File: config.mk
export PLATFORM = sky130hd
export DESIGN_NAME = delay_buffer
export DESIGN_NICKNAME = d
export VERILOG_FILES = /design/src/rtl/delay_buffer_pkg.sv /design/src/rtl/delay_stage.sv /design/src/rtl/delay_buffer.sv
export SDC_FILE = /design/constraint.sdc
export NUM_CORES = 1
export LEC_CHECK = 0
export CAP_MARGIN = 25
export CORE_ASPECT_RATIO = 1.5
export CORE_UTILIZATION = 47
export DETAILED_ROUTE_END_ITERATION = 8
export GPL_TIMING_DRIVEN = 0
export PLACE_DENSITY = 0.73
export SKIP_CTS_REPAIR_TIMING = 1
export SLEW_MARGIN = 10
export SYNTH_ARGS = -nofsm -noshare
export SYNTH_HDL_FRONTEND = slang
export SYNTH_SLANG_ARGS = --single-unit
File: constraint.sdc
create_clock -name clk -period 2.5 [get_ports clk]
set_input_delay 0.5 -clock clk [delete_from_list [all_inputs] [get_ports clk]]
set_output_delay 0.5 -clock clk [all_outputs]
set_load 0.05 [all_outputs]
File: src/rtl/delay_buffer_pkg.sv
// delay_buffer_pkg: shared width helper and stage record for delay_buffer.
`ifndef DELAY_BUFFER_PKG_SV
`define DELAY_BUFFER_PKG_SV
`define DELAY_BUFFER_STAGE_T(W) struct packed {logic v; logic [(W)-1:0] d;}
package delay_buffer_pkg;
  function automatic int safe_clog2(input int n);
    return (n > 1) ? $clog2(n) : 1;
  endfunction
endpackage
`endif

File: src/rtl/delay_stage.sv
// delay_stage: one {v, d} pipeline register with stall and flush.
module delay_stage #(
  parameter int WIDTH = 8
) (
  input  logic           clk,
  input  logic           rst_n,
  input  logic           en,
  input  logic           flush,
  input  logic [WIDTH:0] s_i,
  output logic [WIDTH:0] s_o
);
  logic [WIDTH:0] s_q, s_d;
  always_comb s_d = flush ? '0 : en ? s_i : s_q;
  always_ff @(posedge clk) begin
    if (!rst_n) s_q <= '0;
    else s_q <= s_d;
  end
  assign s_o = s_q;
endmodule

File: src/rtl/delay_buffer.sv
// delay_buffer: DEPTH-stage data/valid delay line with stall, flush and occupancy count.
// Define DELAY_BUFFER_TAP_EN to make the output tap selectable via tap_sel.
module delay_buffer
  import delay_buffer_pkg::*;
#(
  parameter  int WIDTH = 8,
  parameter  int DEPTH = 4,
  localparam int TAP_W = safe_clog2(DEPTH),
  localparam int CNT_W = safe_clog2(DEPTH + 1)
) (
  input  logic             clk,
  input  logic             rst_n,
  input  logic             en,
  input  logic             flush,
  input  logic             in_valid,
  input  logic [WIDTH-1:0] in,
  input  logic [TAP_W-1:0] tap_sel,
  output logic [WIDTH-1:0] out,
  output logic             out_valid,
  output logic [CNT_W-1:0] count,
  output logic             busy
);
  typedef `DELAY_BUFFER_STAGE_T(WIDTH) stage_t;
  stage_t s [DEPTH];
  logic [CNT_W-1:0] cnt_q, cnt_d;
  genvar g;
  generate
    for (g = 0; g < DEPTH; g++) begin : g_stage
      stage_t s_in;
      if (g == 0) begin : g_head
        assign s_in = {in_valid, in};
      end else begin : g_link
        assign s_in = s[g-1];
      end
      delay_stage #(.WIDTH(WIDTH)) u_stage (
        .clk  (clk),
        .rst_n(rst_n),
        .en   (en),
        .flush(flush),
        .s_i  (s_in),
        .s_o  (s[g])
      );
    end
  endgenerate
  // Entry leaving the last stage is the only one that can reduce occupancy.
  always_comb cnt_d = flush ? '0 : en ? cnt_q + CNT_W'(in_valid) - CNT_W'(s[DEPTH-1].v) : cnt_q;
  always_ff @(posedge clk) begin
    if (!rst_n) cnt_q <= '0;
    else cnt_q <= cnt_d;
  end
  assign count = cnt_q;
  assign busy  = cnt_q != '0;
`ifdef DELAY_BUFFER_TAP_EN
  logic [TAP_W-1:0] k;
  assign k = (tap_sel > TAP_W'(DEPTH - 1)) ? TAP_W'(DEPTH - 1) : tap_sel;
  assign out_valid = s[k].v;
  assign out       = s[k].d;
`else
  logic unused_tap;
  assign unused_tap = ^tap_sel;
  assign out_valid  = s[DEPTH-1].v;
  assign out        = s[DEPTH-1].d;
`endif
endmodule

==> summary.md <==
| Metric | Value |
|---|---|
| #FFs+latches synth | `39` |
| Clk slew on worst S/H paths | `70 ps` |
| Place WS | `325 ps` |
| Die height | `71.7 um` |
| Mapped cell area | `1520 um2` |
| Synth Warn # | `0` |
| Inst Count DP | `200` |
| Pin count of the biggest net entering global routing | `13` |
| Vias in the first global route | `987` |
| Initial Utilization | `50.7%` |
| RSZ-0062 raised after global routing | `no` |
| Critical path origin | `count[2]` |
| Worst r2r path cells | `9` |
| Cells along the critical path | `or3_2 -> clkdlybuf4s50_1` |
| Clock tree sinks | `39` |
| Area growth, synth to finish | `27.7%` |
| Sequential group share of total power | `46.9%` |
| Clock power frac | `45.0%` |
| Longest Clk Path Bufs | `2` |
| Maxcap violations | `0` |
| Tmin final | `2290 ps` |
| Status | `finished clean` |
| DP HPWL | `1830 um` |
| Maximum clock rate | `437 MHz` |
| Std cell rows | `24` |
| Slowest CP cell | `clkdlybuf4s50_1` |
| Int Power | `1.08 mW` |
| Total track usage | `18.2%` |
| Initial DRC Count | `9` |
| Residual DRC | `0` |
| Setup ws final | `213 ps` |
| Max stage delay on crit path | `700 ps` |
| R2R setup slack | `610 ps` |
| Worst r2r src | `count[0]` |
| Setup violations, final | `0` |
| Avg Vias per Cell | `4.79` |
| Most frequent cells in the layout | `nor2_1, dfxtp_1, mux2i_1` |
| Grt total ovfl | `0` |
| R2R Path End | `count[2]` |
| TritonCTS clock tree | `yes` |
| CORE AREA | `3000 um2` |
| Accumulated negative setup slack | `0 ps` |
| Psw | `0.267 mW` |
| Hold Path End | `g_stage[3].u_stage.s_o[6]` |
| Tcrit/Tclk final | `91.5%` |
| CP Data Required Time | `2000 ps` |
| Pins Over Slew Limit | `0` |
| CTS root buf | `clkbuf_8` |
| Synth Net Count | `155` |
| Post-DR wirelength/cell | `12.6 um` |
| Post-synthesis cell type count | `15` |
| Number of synthesized flops with an enable pin | `0` |
| Fin Clk Skew | `5.69 ps` |
| Power Density | `696 nW/um2` |
| Hold crit path type | `flop to flop` |
| Slew at the pin closest to its max-slew limit | `498 ps` |
| Clock Latency Late Sink | `290 ps` |
| Async set-or-reset flop fraction in the synthesized netlist | `0%` |
| Worst hold stages | `2` |
| Port Buffers | `24` |
| Setup crit start kind | `flop` |
| Die width | `48.5 um` |
| Worst-path maximum fanout | `4` |
| Rel. slew slack | `66.7%` |
| Syn_area_per_cell | `11.1 um2` |
| Syn Inst Count | `137` |
| Antenna-violating nets left | `0` |
| LEAKAGE | `0.829 nW` |
| Number of top-level pins | `28` |
| Seq/Total Area, Yosys | `51.3%` |
| CTS Buf Count | `5` |
| Placer Congestion | `0.647` |
| Ys flop type | `dfxtp_1` |
| Total number of vias | `997` |
| Final hold violations | `0` |
| Die ar. | `3470 um2` |
| Antenna fix cells | `0` |
| H-tree levels | `2` |
| Crit path kind | `flop to output pin` |
| First-pass GRT wire length | `4620 um` |
| Total Wirelength | `2620 um` |
| Initial antenna violation count | `0` |
| Peak VDD IR | `0.600 mV` |
| Drt first pass iters | `2` |
| Nets | `186` |
| Net Sw Frac | `19.8%` |
| Fraction of layout cells with a size suffix above 1 | `10.7%` |
| HP Start | `g_stage[3].u_stage.s_o[6]` |
| Post-route non-filler standard cell count | `208` |
| CP arrival | `1790 ps` |
| CP Capture Type | `output pin` |
| Comb power frac | `8.1%` |
## state kept, by name, indices dropped and copies added (netlist names)
name and count:
count 3, g_stage.u_stage.s_o 36
## final cells by class
class                      instances  area (um2)
tap                               39        48.8
clock inverter                     2        60.1
fill                             259        1060
timing repair buffer              24         240
buffer                             9         105
multi-input combinational         85         621
sequential                        39         781
inverter                           4        15.0
clock buffer                       6        72.6
## power groups by stage
stage          logic (mW)  clock network [mW]  registers (mW)
3_5_place_dp        0.111                   0           0.648
6_report            0.110               0.608           0.634
5_1_grt             0.119               0.648           0.634
3_3_place_gp        0.110                   0           0.647
4_1_cts             0.112               0.622           0.634
2_1_floorplan      0.0709                   0           0.652
## cell families (layout without fill, tap and decap cells)
| family | count (synthesis) | count (layout) | share of synthesized area, % |
|---|---|---|---|
| and+or+nand+nor | 41 | 41 | 11.0 |
| DFF | 39 | 39 | 51.3 |
| muxes | 37 | 37 | 24.3 |
| buffers and inverters | 13 | 45 | 7.89 |
| adders and majority gates | 3 | 3 | 2.96 |
| AOI/OAI and AO/OA | 3 | 3 | 1.89 |
| xor gates and xnor gates | 1 | 1 | 0.576 |
## critical path: cells and delay by family, from the launching register on
family	cells	cell delay, ps
AND/OR/NAND/NOR	1	460
flip-flops	1	330
buffers and inverters	1	700
## stage by stage
stage | hold WS [ps] | power (mW) | instance area [um2] | utilization (%)
floorplan | 460 | 0.723 | 1520 | -
finish | 497 | 1.35 | 1940 | 64.7
detailed placement | 486 | 0.759 | 1810 | 60.3
global route | 532 | 1.40 | 1940 | 64.7
CTS | 504 | 1.37 | 1940 | 64.7
global placement | 474 | 0.757 | 1810 | 60.3
## cell usage after synthesis, types with 2 or more instances
cell type	number	area, um2
ha_1	2	25.0
mux2i_1	37	370
nor2_1	39	146
inv_1	4	15.0
dfxtp_1	39	781
buf_6	5	56.3
buf_8	3	45.0
## worst max-delay path by stage
stage	slack [ps]	to	cells after the start
2_1_floorplan	360	count[2]	9
3_3_place_gp	360	count[2]	7
3_5_place_dp	330	count[2]	7
4_1_cts	200	busy	2
5_1_grt	150	busy	2
6_report	210	busy	2
## layer usage
layer | routed length [um] | vias to the layer above | part of all wire [%] | GRT usage [%]
li1 | - | 515 | - | -
met5 | 0 | - | 0 | 0
met2 | 1310 | 26 | 50 | 30.2
met4 | 72 | 0 | 2.8 | 11.8
met3 | 121 | 5 | 4.6 | 5.10
met1 | 1110 | 451 | 42 | 20.4
(Power assumes the default switching activity.)
